$ cat src/rtl/mmu_pmpout_router.sv
// PMP result buffer: a small in-order FIFO whose head entry is routed to the dcache, retire or exception channel.
// Define MMU_PMPOUT_CNT_EN to add saturating per-channel pop counters.
module mmu_pmpout_router #(
    parameter int DEPTH   = 2,
    parameter int WAY_W   = 4,
    parameter int IDX_W   = 6,
    parameter int PADDR_W = 34
) (
    input  logic                                 clk,
    input  logic                                 rstn,
    input  logic                                 i_flush_1,
    input  logic                                 i_pmp_valid_1,
    output logic                                 o_pmp_ready_1,
    input  logic [WAY_W+IDX_W+5+2+PADDR_W-1:0]   i_pmp_data,
    output logic                                 o_dcache_valid_1,
    input  logic                                 i_dcache_ready_1,
    output logic [WAY_W+PADDR_W-1:0]             o_dcache_data,
    output logic                                 o_retire_valid_1,
    input  logic                                 i_retire_ready_1,
    output logic [IDX_W+5-1:0]                   o_retire_data,
    output logic                                 o_exp_valid_1,
    input  logic                                 i_exp_ready_1,
`ifdef MMU_PMPOUT_CNT_EN
    output logic [15:0]                          o_cnt_dcache_16,
    output logic [15:0]                          o_cnt_retire_16,
    output logic [15:0]                          o_cnt_exp_16,
`endif
    output logic [4:0]                           o_exp_data
);

    localparam int IN_W  = WAY_W + IDX_W + 5 + 2 + PADDR_W;
    localparam int PTR_W = (DEPTH > 1) ? $clog2(DEPTH) : 1;
    localparam int CNT_W = $clog2(DEPTH) + 1;
    // Field positions inside a stored entry, LSB upwards
    localparam int ITYPE_LO = PADDR_W;
    localparam int MC_LO    = PADDR_W + 2;
    localparam int IDX_LO   = PADDR_W + 7;
    localparam int WAY_LO   = PADDR_W + 7 + IDX_W;

    typedef enum logic [1:0] {
        SEL_NONE = 2'd0,
        SEL_DC   = 2'd1,
        SEL_RT   = 2'd2,
        SEL_EX   = 2'd3
    } sel_e;

    logic [IN_W-1:0]    r_mem [DEPTH];
    logic [PTR_W-1:0]   r_wr_ptr;
    logic [PTR_W-1:0]   r_rd_ptr;
    logic [CNT_W-1:0]   r_count;

    logic [IN_W-1:0]    w_head;
    logic [4:0]         w_mcause;
    logic               w_itype_hi;
    logic               w_unused_itype0;
    sel_e               w_sel;
    logic               w_push;
    logic               w_pop;

    assign w_head          = r_mem[r_rd_ptr];
    assign w_mcause        = w_head[MC_LO +: 5];
    assign w_itype_hi      = w_head[ITYPE_LO + 1];
    assign w_unused_itype0 = w_head[ITYPE_LO];

    // A full buffer refuses input even when the head pops this cycle
    assign o_pmp_ready_1 = (r_count < CNT_W'(DEPTH));
    assign w_push        = i_pmp_valid_1 & o_pmp_ready_1;

    // Select the destination channel of the head entry
    always_comb begin
        w_sel = SEL_NONE;
        if (r_count == CNT_W'(0)) begin
            w_sel = SEL_NONE;
        end else if (w_mcause == 5'd0) begin
            w_sel = SEL_DC;
        end else if (w_itype_hi) begin
            w_sel = SEL_RT;
        end else begin
            w_sel = SEL_EX;
        end
    end

    // Pop only on a handshake of the selected channel
    always_comb begin
        w_pop = 1'b0;
        case (w_sel)
            SEL_DC:  w_pop = i_dcache_ready_1;
            SEL_RT:  w_pop = i_retire_ready_1;
            SEL_EX:  w_pop = i_exp_ready_1;
            default: w_pop = 1'b0;
        endcase
    end

    assign o_dcache_valid_1 = (w_sel == SEL_DC);
    assign o_retire_valid_1 = (w_sel == SEL_RT);
    assign o_exp_valid_1    = (w_sel == SEL_EX);

    assign o_dcache_data = {w_head[WAY_LO +: WAY_W], w_head[PADDR_W-1:0]};
    assign o_retire_data = {w_head[IDX_LO +: IDX_W], w_mcause};
    assign o_exp_data    = w_mcause;

    // FIFO storage, pointers and occupancy
    always_ff @(posedge clk or negedge rstn) begin
        if (!rstn) begin
            r_wr_ptr <= '0;
            r_rd_ptr <= '0;
            r_count  <= '0;
            for (int i = 0; i < DEPTH; i++) begin
                r_mem[i] <= '0;
            end
        end else if (i_flush_1) begin
            r_wr_ptr <= '0;
            r_rd_ptr <= '0;
            r_count  <= '0;
        end else begin
            if (w_push) begin
                r_mem[r_wr_ptr] <= i_pmp_data;
                r_wr_ptr        <= r_wr_ptr + PTR_W'(1);
            end
            if (w_pop) begin
                r_rd_ptr <= r_rd_ptr + PTR_W'(1);
            end
            case ({w_push, w_pop})
                2'b10:   r_count <= r_count + CNT_W'(1);
                2'b01:   r_count <= r_count - CNT_W'(1);
                default: r_count <= r_count;
            endcase
        end
    end

`ifdef MMU_PMPOUT_CNT_EN
    logic [15:0] r_cnt_dcache;
    logic [15:0] r_cnt_retire;
    logic [15:0] r_cnt_exp;

    // Saturating pop counters; a pop discarded by flush is not counted
    always_ff @(posedge clk or negedge rstn) begin
        if (!rstn) begin
            r_cnt_dcache <= 16'd0;
            r_cnt_retire <= 16'd0;
            r_cnt_exp    <= 16'd0;
        end else if (w_pop && !i_flush_1) begin
            case (w_sel)
                SEL_DC:  r_cnt_dcache <= (r_cnt_dcache == 16'hFFFF) ? r_cnt_dcache : r_cnt_dcache + 16'd1;
                SEL_RT:  r_cnt_retire <= (r_cnt_retire == 16'hFFFF) ? r_cnt_retire : r_cnt_retire + 16'd1;
                SEL_EX:  r_cnt_exp    <= (r_cnt_exp    == 16'hFFFF) ? r_cnt_exp    : r_cnt_exp    + 16'd1;
                default: r_cnt_dcache <= r_cnt_dcache;
            endcase
        end else begin
            r_cnt_dcache <= r_cnt_dcache;
        end
    end

    assign o_cnt_dcache_16 = r_cnt_dcache;
    assign o_cnt_retire_16 = r_cnt_retire;
    assign o_cnt_exp_16    = r_cnt_exp;
`endif

endmodule
$ cat config.mk
export PLATFORM = sky130hd
export DESIGN_NAME = mmu_pmpout_router
export DESIGN_NICKNAME = d
export VERILOG_FILES = /design/src/rtl/mmu_pmpout_router.sv
export SDC_FILE = /design/constraint.sdc
export NUM_CORES = 1
export LEC_CHECK = 0
export BUFFER_PORTS_ARGS = -buffer_cell sky130_fd_sc_hd__buf_2
export CORE_ASPECT_RATIO = 1.75
export CORE_UTILIZATION = 32
export CTS_BUF_LIST = sky130_fd_sc_hd__clkbuf_8
export CTS_CLUSTER_SIZE = 40
export DETAILED_ROUTE_END_ITERATION = 6
export GPL_ROUTABILITY_DRIVEN = 1
export SKIP_LAST_GASP = 1
export SYNTH_ARGS = -nofsm -noshare
export SYNTH_HDL_FRONTEND = slang
export SYNTH_SLANG_ARGS = --single-unit
$ cat constraint.sdc
create_clock -name clk -period 1.9 [get_ports clk]
set_input_delay 0.19 -clock clk [delete_from_list [all_inputs] [get_ports clk]]
set_output_delay 0.19 -clock clk [all_outputs]
set_load 0.01 [all_outputs]
==> flow_metrics.py, run 1 <==
metrics = {
    "status": {
        "status": "complete, no violations",
    },
    "synthesis": {
        "synth_top_flop_cell": "dfrtp_1",
        "async_reset_ff_share_pct": 100,
        "ys_seq_area_share_pct": 56.0,
        "netlist_instances": 305,
        "syn_avg_cell_area_um2": 15.2,
        "synth.distinct_cells": 27,
        "synth_nets": 363,
        "synth_edf_count": 0,
        "yosys_warnings": 0,
        "netlist_area_um2": 4650,
        "ys_ff_latch": 104,
    },
    "placement": {
        "hpwl_um": 6670,
        "gp_congestion": 0.671,
        "portBuffers": 114,
        "dp_cells": 586,
        "dp_slack_ps": 137,
    },
    "floorplanning": {
        "initial_core_util_pct": 32.5,
        "coreArea_um2": 14300,
        "die_area_um2": 15000,
        "die_y_um": 161,
        "die_w_um": 93.1,
        "boundaryPins": 116,
        "fp-row-count": 58,
    },
    "clocking": {
        "cts.sinks": 104,
        "cts_buffer_depth": 2,
        "cts_max_level": 3,
        "cts_buffers": 9,
        "clk_pin_slew_worst_paths_ps": 90,
        "ctsRootBufferMaster": "clkbuf_8",
        "clk-insertion-delay-late_ps": 360,
        "tritoncts": "done",
    },
    "setup_path": {
        "endpoint_kind": "primary output",
        "cp-start-kind": "flop",
        "critPathKind": "flop to primary output",
        "cp_max_fo": 6,
        "arrival_ps": 1670,
        "cp_data_required_time_ps": 1710,
    },
    "layout": {
        "area_delta_synth_final_pct": 27.0,
        "mostFrequentLayoutCell": "buf_2",
        "fin_cells": 610,
        "final_cell_mix": "113 x buf_2, 103 x dfrtp_1, 100 x mux2_1",
        "drive_gt1_share_pct": 48.0,
        "post-route-util_pct": 41.3,
        "fill_cells": 1367,
        "fin_nets": 485,
    },
    "power": {
        "irDropWorstVdd_uv": 562,
        "power.leakage_nw": 2.65,
        "report.power.total_mw": 9.41,
        "power_density_nw_per_um2": 1590,
    },
    "route": {
        "drt_wl_total_um": 10100,
        "detail-route-antenna-nets": 0,
        "post-route-drc-count": 0,
        "wl_per_cell_um": 16.6,
        "routed_via_density": 4.79,
        "num_vias": 2923,
        "dr.pass1.iters": 3,
        "drt_iter0_drc": 40,
    },
    "timing": {
        "worstMarginPinSlew_ps": 564,
        "finalHoldWorstSlack_ps": 49.6,
        "final-hold-violation-count": 0,
        "rsz0062_at_grt": "yes",
        "drv_slew": 0,
        "post-route-period-util_pct": 97.8,
        "slew_headroom_pct": 62.4,
        "worst_slack_ps": 42.7,
        "layout_min_cycle_time_ps": 1860,
        "max_freq_ghz": 0.538,
        "setup_viol": 0,
        "fin_skew_ps": 8.29,
    },
    "run": {
        "maxCapViolCount": 0,
    },
    "grt": {
        "grt_antenna_before_repair": 1,
        "grt_pass1_vias": 3056,
        "grt_pass1_wl_um": 15400,
        "track_usage_pct": 13.6,
        "grt_max_degree": 105,
        "gr-total-overflow": 0,
    },
    "hold_path": {
        "worstHoldPathType": "primary input to flop",
    },
}
==> state kept, by name, indices dropped and copies added (netlist names) <==
signal,flops
r_count,2
r_rd_ptr,1
r_wr_ptr,1
r_mem,100
==> worst max-delay path: stages (launching register included) <==
cell	delay, ps
dfrtp_2	480
buf_4	160
nor3_2	230
o22ai_2	150
o21ai_2	100
nor2_1	60
buf_2	130
==> timing repair <==
item,CTS,global route
cloned,0,3
resized for setup,3,13
setup buffers,3,3
hold buffers,1,0
pin swaps,0,3
endpoints found under the setup margin,48,53
hold endpoints to repair,104,0
==> cells by family after synthesis <==
| family | Yosys count | synth area share (%) |
|---|---|---|
| muxes | 151 | 36.8 |
| buffers and inverters | 24 | 2.80 |
| DFF | 104 | 56.0 |
| AOI/OAI and AO/OA | 6 | 1.18 |
| xor gates and xnor gates | 4 | 0.753 |
| and+or+nand+nor | 16 | 2.53 |
==> layout make-up <==
type                            instances  area, um^2  share of cell area (%)
Clock inverter                          4         120                    2.03
Inverter                                3        11.3                   0.191
Timing Repair Buffer                  132         867                    14.7
Clock buffer                            9         124                    2.10
Multi-Input combinational cell        177        1950                    33.1
Sequential cell                       104        2600                    44.1
Antenna cell                            1        2.50                  0.0424
Tap cell                              180         225                    3.81
==> Yosys cell counts, types with 2 or more instances <==
master,n,area (um^2)
buf_2,11,55.1
buf_4,5,37.5
clkbuf_1,4,15.0
dfrtp_1,104,2600
inv_1,2,7.51
mux2_1,100,1130
mux2_2,49,552
nor2_1,7,26.3
nor3_1,2,10.0
nor3b_2,2,25.0
xnor2_1,3,26.3
==> per-layer routing <==
layer | track usage, % | wire length (um)
met5 | 0 | 0
met4 | 6.78 | 288
met2 | 24.5 | 5730
met1 | 14.9 | 3830
met3 | 2.59 | 303
==> power breakdown <==
part | leakage (nW) | total [mW] | switching [mW] | internal [mW]
Sequential | 1.24 | 3.73 | 0.548 | 3.19
Combinational | 1.29 | 3.97 | 1.74 | 2.23
Clock | 0.121 | 1.71 | 0.723 | 0.987
Total | 2.65 | 9.41 | 3.01 | 6.40
==> worst paths after layout <==
kind	from	endpoint	slack (ps)	cells after the start
worst max-delay path	r_rd_ptr	o_exp_valid_1	40	6
worst min-delay path	i_pmp_data[23]	r_mem[74]	50	2
worst max register to register	r_rd_ptr	r_rd_ptr	110	7
worst min register to register	r_mem[15]	r_mem[15]	490	1
max in group asynchronous	rstn	r_rd_ptr	990	3
min in group asynchronous	rstn	r_mem[66]	430	3
==> metrics by stage <==
stage | area (um^2) | setup TNS (ps)
final | 5910 | 0
after global routing | 5910 | -720
after CTS | 5760 | -122
after detailed placement | 5470 | 0
after global placement | 5470 | 0
after floorplan | 4650 | 0
(Power assumes the default switching activity.)
==> run 2, diff against run 1 <==
--- a/config.mk
+++ b/config.mk
@@ -12,6 +12,7 @@
 export CTS_CLUSTER_SIZE = 40
 export DETAILED_ROUTE_END_ITERATION = 6
 export GPL_ROUTABILITY_DRIVEN = 1
+export RECOVER_POWER = 100
 export SKIP_LAST_GASP = 1
 export SYNTH_ARGS = -nofsm -noshare
 export SYNTH_HDL_FRONTEND = slang
==> run 2 against run 1 <==
Net effect:
- sequential share of layout area rose by 0.15 points
- cell area fell by 0.34%
- largest cell class unchanged
- hold slack about the same
- highest routed layer unchanged
- sequential power is essentially flat
==> flow_metrics.py, run 2 (synthesis results as in run 1) <==
metrics = {
    "setup_path": {
        "cp-start-kind": "flop",
        "cp_data_required_time_ps": 1710,
        "crit_family": "flip-flops",
        "critPathKind": "flop to primary output",
        "cp_slowest_cell": "dfrtp_2",
        "cp.buffers_inverters": 2,
        "cpPeakStageDelay_ps": 480,
        "cp_max_fo": 6,
        "arrival_ps": 1670,
        "worstPathCellList": "buf_4 -> nor3_2 -> o22ai_2 -> o21ai_2 -> nor2_1 -> buf_2",
        "endpoint_kind": "primary output",
    },
    "route": {
        "num_vias": 2924,
        "drt_iter0_drc": 43,
        "drt_wl_total_um": 10200,
        "post-route-drc-count": 0,
        "wl_per_cell_um": 16.7,
        "routed_via_density": 4.79,
        "dr.pass1.iters": 3,
        "detail-route-antenna-nets": 0,
    },
    "grt": {
        "grt_pass1_wl_um": 15400,
        "grt_antenna_before_repair": 1,
        "grt_max_degree": 105,
        "track_usage_pct": 13.6,
        "gr-total-overflow": 0,
        "grt_pass1_vias": 3056,
    },
    "layout": {
        "final_cell_mix": "112 x buf_2, 103 x dfrtp_1, 100 x mux2_1",
        "fin_nets": 485,
        "area_delta_synth_final_pct": 26.6,
        "top_register": "r_mem",
        "drive_gt1_share_pct": 47.3,
        "mostFrequentLayoutCell": "buf_2",
        "reg_top3": "r_mem: 100 flops, r_count: 2 flops",
        "largest_register_ffs": 100,
    },
    "timing": {
        "drv_slew": 0,
        "setup_viol": 0,
        "worstMarginPinSlew_ps": 564,
        "slew_headroom_pct": 62.4,
        "max_freq_ghz": 0.538,
        "final-hold-violation-count": 0,
        "finalHoldWorstSlack_ps": 49.7,
        "tns_ps": 0,
        "fin_skew_ps": 8.08,
        "post-route-period-util_pct": 97.8,
        "rsz0062_at_grt": "yes",
        "layout_min_cycle_time_ps": 1860,
    },
    "floorplanning": {
        "boundaryPins": 116,
        "die_y_um": 161,
        "initial_core_util_pct": 32.5,
        "coreArea_um2": 14300,
        "die_w_um": 93.1,
        "fp-row-count": 58,
        "die_area_um2": 15000,
    },
    "placement": {
        "gp_congestion": 0.671,
        "hpwl_um": 6670,
        "portBuffers": 114,
    },
    "clocking": {
        "cts_max_level": 3,
        "cts.sinks": 104,
        "ctsRootBufferMaster": "clkbuf_8",
        "clk-insertion-delay-late_ps": 360,
        "cts_buffers": 9,
        "cts_buffer_depth": 2,
        "tritoncts": "done",
        "clk_pin_slew_worst_paths_ps": 90,
    },
    "status": {
        "status": "complete, no violations",
    },
    "power": {
        "power.leakage_nw": 2.64,
        "irDropWorstVdd_uv": 562,
        "power_density_nw_per_um2": 1600,
    },
    "run": {
        "maxCapViolCount": 0,
    },
    "hold_path": {
        "worstHoldPathType": "primary input to flop",
    },
}
-- run 2: worst paths after layout --
| path | startpoint | to | slack (ps) | cells past startpoint |
|---|---|---|---|---|
| setup / recovery | r_rd_ptr | o_exp_valid_1 | 40 | 6 |
| hold / removal | i_pmp_data[23] | r_mem[74] | 50 | 2 |
| setup reg to reg | r_count[1] | r_mem[67] | 100 | 5 |
| hold reg to reg | r_mem[15] | r_mem[15] | 490 | 1 |
| max in group asynchronous | rstn | r_rd_ptr | 940 | 3 |
| min in group asynchronous | rstn | r_mem[66] | 480 | 3 |
-- run 2: what timing repair did --
action                                  in CTS  in global routing
endpoints found under the hold margin      104                  0
hold buffers                                 1                  0
gates resized for setup                      3                 13
gates cloned                                 0                  3
setup buffers                                3                  3
pin swaps                                    0                  3
endpoints found under the setup margin      48                 53
-- run 2: power breakdown --
group          switching (mW)  internal, mW  leakage [nW]
sequential              0.545          3.19          1.24
combinational            1.74          2.22          1.28
clock                   0.723         0.987         0.121
-- run 2: per-layer routing --
metal  wire (um)  global-route usage [%]  part of all wire [%]  vias up
li1            -                       -                     -     1332
met3         296                    2.59                   2.9       15
met1        3860                    14.9                    38     1512
met2        5730                    24.5                    56       65
met4         288                    6.78                   2.8        0
met5           0                       0                     0        -
-- run 2: worst register-to-register path, cell delays in order, from the launching register on --
cell     delay [ps]
dfrtp_1         430
inv_1            90
nand2_1         170
nor3_2          290
buf_6           330
mux2_1          370
-- run 2: layout make-up --
cell class              instances  area, um^2
multi-input cells             177        1950
diodes                          1        2.50
fillers                      1373        8410
well taps                     180         225
clock inverters                 4         120
inverters                       3        11.3
flip-flops and latches        104        2600
clock buffers                   9         124
repair buffers                132         853
-- run 2: per-stage QoR --
stage,cell area [um^2],power (mW),cells,setup slack [ps],utilization (%)
6_report,5890,9.40,610,42.7,41.2
5_1_grt,5890,10.0,610,-87.2,41.2
4_1_cts,5760,9.22,603,-40.8,40.3
3_5_place_dp,5470,7.39,586,137,38.2
3_3_place_gp,5470,7.23,586,157,38.2
2_1_floorplan,4650,6.09,305,327,-
==> run 3, diff against run 2 <==
--- a/config.mk
+++ b/config.mk
@@ -7,11 +7,12 @@
 export LEC_CHECK = 0
 export BUFFER_PORTS_ARGS = -buffer_cell sky130_fd_sc_hd__buf_2
 export CORE_ASPECT_RATIO = 1.75
-export CORE_UTILIZATION = 32
+export CORE_UTILIZATION = 50
 export CTS_BUF_LIST = sky130_fd_sc_hd__clkbuf_8
 export CTS_CLUSTER_SIZE = 40
 export DETAILED_ROUTE_END_ITERATION = 6
 export GPL_ROUTABILITY_DRIVEN = 1
+export PLACE_DENSITY = 0.76
 export RECOVER_POWER = 100
 export SKIP_LAST_GASP = 1
 export SYNTH_ARGS = -nofsm -noshare
==> run 3 against run 2 <==
Net effect:
- total power down 8.2%
- combinational power is 7.1% lower
- critical path type unchanged
- sequential power about the same
- largest cell class unchanged
- critical endpoint is now o_exp_data[3]
==> flow_metrics.py, run 3 (synthesis results as in run 1) <==
metrics = {
    "status": {
        "status": "complete, no violations",
    },
    "power": {
        "report.power.total_mw": 8.63,
        "power_density_nw_per_um2": 1540,
        "power.leakage_nw": 2.56,
        "irDropWorstVdd_uv": 824,
    },
    "setup_path": {
        "endpoint_kind": "primary output",
        "r2r_slack_ps": 140,
        "cp_max_fo": 8,
        "cp_data_required_time_ps": 1710,
        "arrival_ps": 1680,
        "cp-start-kind": "flop",
        "r2r_cells": 5,
        "critPathKind": "flop to primary output",
        "crit_start": "r_rd_ptr",
        "crit_end": "o_exp_data[3]",
        "rr_endpoint": "r_mem[9]",
        "crit-reg2reg-launch": "r_count[1]",
    },
    "route": {
        "num_vias": 2813,
        "routed_via_density": 5.13,
        "post-route-drc-count": 0,
        "drt_iter0_drc": 170,
        "detail-route-antenna-nets": 0,
        "drt_wl_total_um": 8850,
        "wl_per_cell_um": 16.1,
        "dr.pass1.iters": 4,
    },
    "timing": {
        "finalHoldWorstSlack_ps": 52.4,
        "rsz0062_at_grt": "yes",
        "tns_ps": 0,
        "post-route-period-util_pct": 98.5,
        "worstMarginPinSlew_ps": 1290,
        "max_freq_ghz": 0.534,
        "layout_min_cycle_time_ps": 1870,
        "drv_slew": 0,
        "final-hold-violation-count": 0,
        "setup_viol": 0,
        "slew_headroom_pct": 13.7,
        "fin_skew_ps": 9.18,
    },
    "floorplanning": {
        "die_w_um": 74.9,
        "boundaryPins": 116,
        "die_y_um": 130,
        "fp-row-count": 46,
        "initial_core_util_pct": 51.5,
        "die_area_um2": 9710,
        "coreArea_um2": 9040,
    },
    "layout": {
        "final_cell_mix": "112 x buf_2, 103 x dfrtp_1, 100 x mux2_1",
        "post-route-util_pct": 62.1,
        "mostFrequentLayoutCell": "buf_2",
        "largest_register_ffs": 100,
        "fin_nets": 482,
        "top_register": "r_mem",
        "drive_gt1_share_pct": 47.0,
        "diodes": 0,
        "area_delta_synth_final_pct": 20.6,
        "reg_top3": "r_mem: 100 flops, r_count: 2 flops",
    },
    "hold_path": {
        "worstHoldPathType": "primary input to flop",
    },
    "grt": {
        "track_usage_pct": 19.2,
        "grt_pass1_wl_um": 13800,
        "gr-total-overflow": 0,
        "grt_antenna_before_repair": 0,
        "grt_max_degree": 105,
        "grt_pass1_vias": 2901,
    },
    "placement": {
        "gp_congestion": 0.706,
        "portBuffers": 114,
        "hpwl_um": 6140,
    },
    "clocking": {
        "clk-insertion-delay-late_ps": 360,
        "tritoncts": "done",
        "cts_buffers": 9,
        "cts.sinks": 104,
        "clk_pin_slew_worst_paths_ps": 90,
        "ctsRootBufferMaster": "clkbuf_8",
        "cts_buffer_depth": 2,
        "cts_max_level": 3,
    },
    "run": {
        "maxCapViolCount": 0,
    },
}
[run 3: cell count changes in the layout (fill, tap and decap cells not counted), moves of 2 or more]
cell       before  now
clkinv_2        0    2
buf_12          7    3
clkbuf_16       3    0
buf_4           5    8
clkbuf_8        9   11
bufinv_16       4    0
[run 3: worst max-delay path, stage by stage, from the launching register on]
cell and delay, ps:
dfrtp_2 450, buf_4 200, buf_4 190, mux2_2 360
buf_2 140
[run 3: area by class of cell]
| class | instances | area, um^2 |
|---|---|---|
| Sequential cell | 104 | 2600 |
| Multi-Input combinational cell | 177 | 1940 |
| Timing Repair Buffer | 129 | 736 |
| Inverter | 3 | 11.3 |
| Clock buffer | 11 | 151 |
| Clock inverter | 4 | 21.3 |
| Tap cell | 120 | 150 |
| Fill cell | 750 | 3430 |
[run 3: power by group]
group	switching (mW)	internal, mW
registers	0.539	3.19
clock network	0.690	0.532
logic	1.65	2.03
[run 3: worst min path at each step]
stage,from,to,slack (ps),cells after the start
finish,i_pmp_data[7],r_mem[7],50,2
global route,i_pmp_data[41],r_mem[92],30,2
CTS,i_pmp_data[41],r_mem[92],30,2
detailed placement,rstn,r_mem[38],300,2
global placement,rstn,r_mem[41],280,2
floorplan,rstn,r_count[0],-110,0
[run 3: through the flow]
| step | instance area (um^2) | std cells | setup WS (ps) |
|---|---|---|---|
| 4_1_cts | 5610 | 545 | 8.63 |
| 3_5_place_dp | 5400 | 527 | 146 |
| 2_1_floorplan | 4650 | 305 | 327 |
| 5_1_grt | 5610 | 548 | -68.5 |
| 6_report | 5610 | 548 | 27.6 |
| 3_3_place_gp | 5400 | 527 | 190 |
[run 3: routing by layer]
metal  vias up  part of all wire, %  global-route usage, %
met5         -                    0                      0
met4         0                  2.1                   8.99
met3        15                  3.5                   3.81
met2        57                   56                   32.6
met1      1421                   39                   22.9
li1       1320                    -                      -
[run 3: repair_timing]
| item | in CTS | in global routing |
|---|---|---|
| pin swaps | 0 | 2 |
| gates resized for setup | 2 | 8 |
| gates cloned | 0 | 0 |
| setup endpoints to repair | 26 | 25 |
| hold buffers | 1 | 0 |
| buffers inserted | 2 | 3 |
| hold endpoints to repair | 104 | 0 |
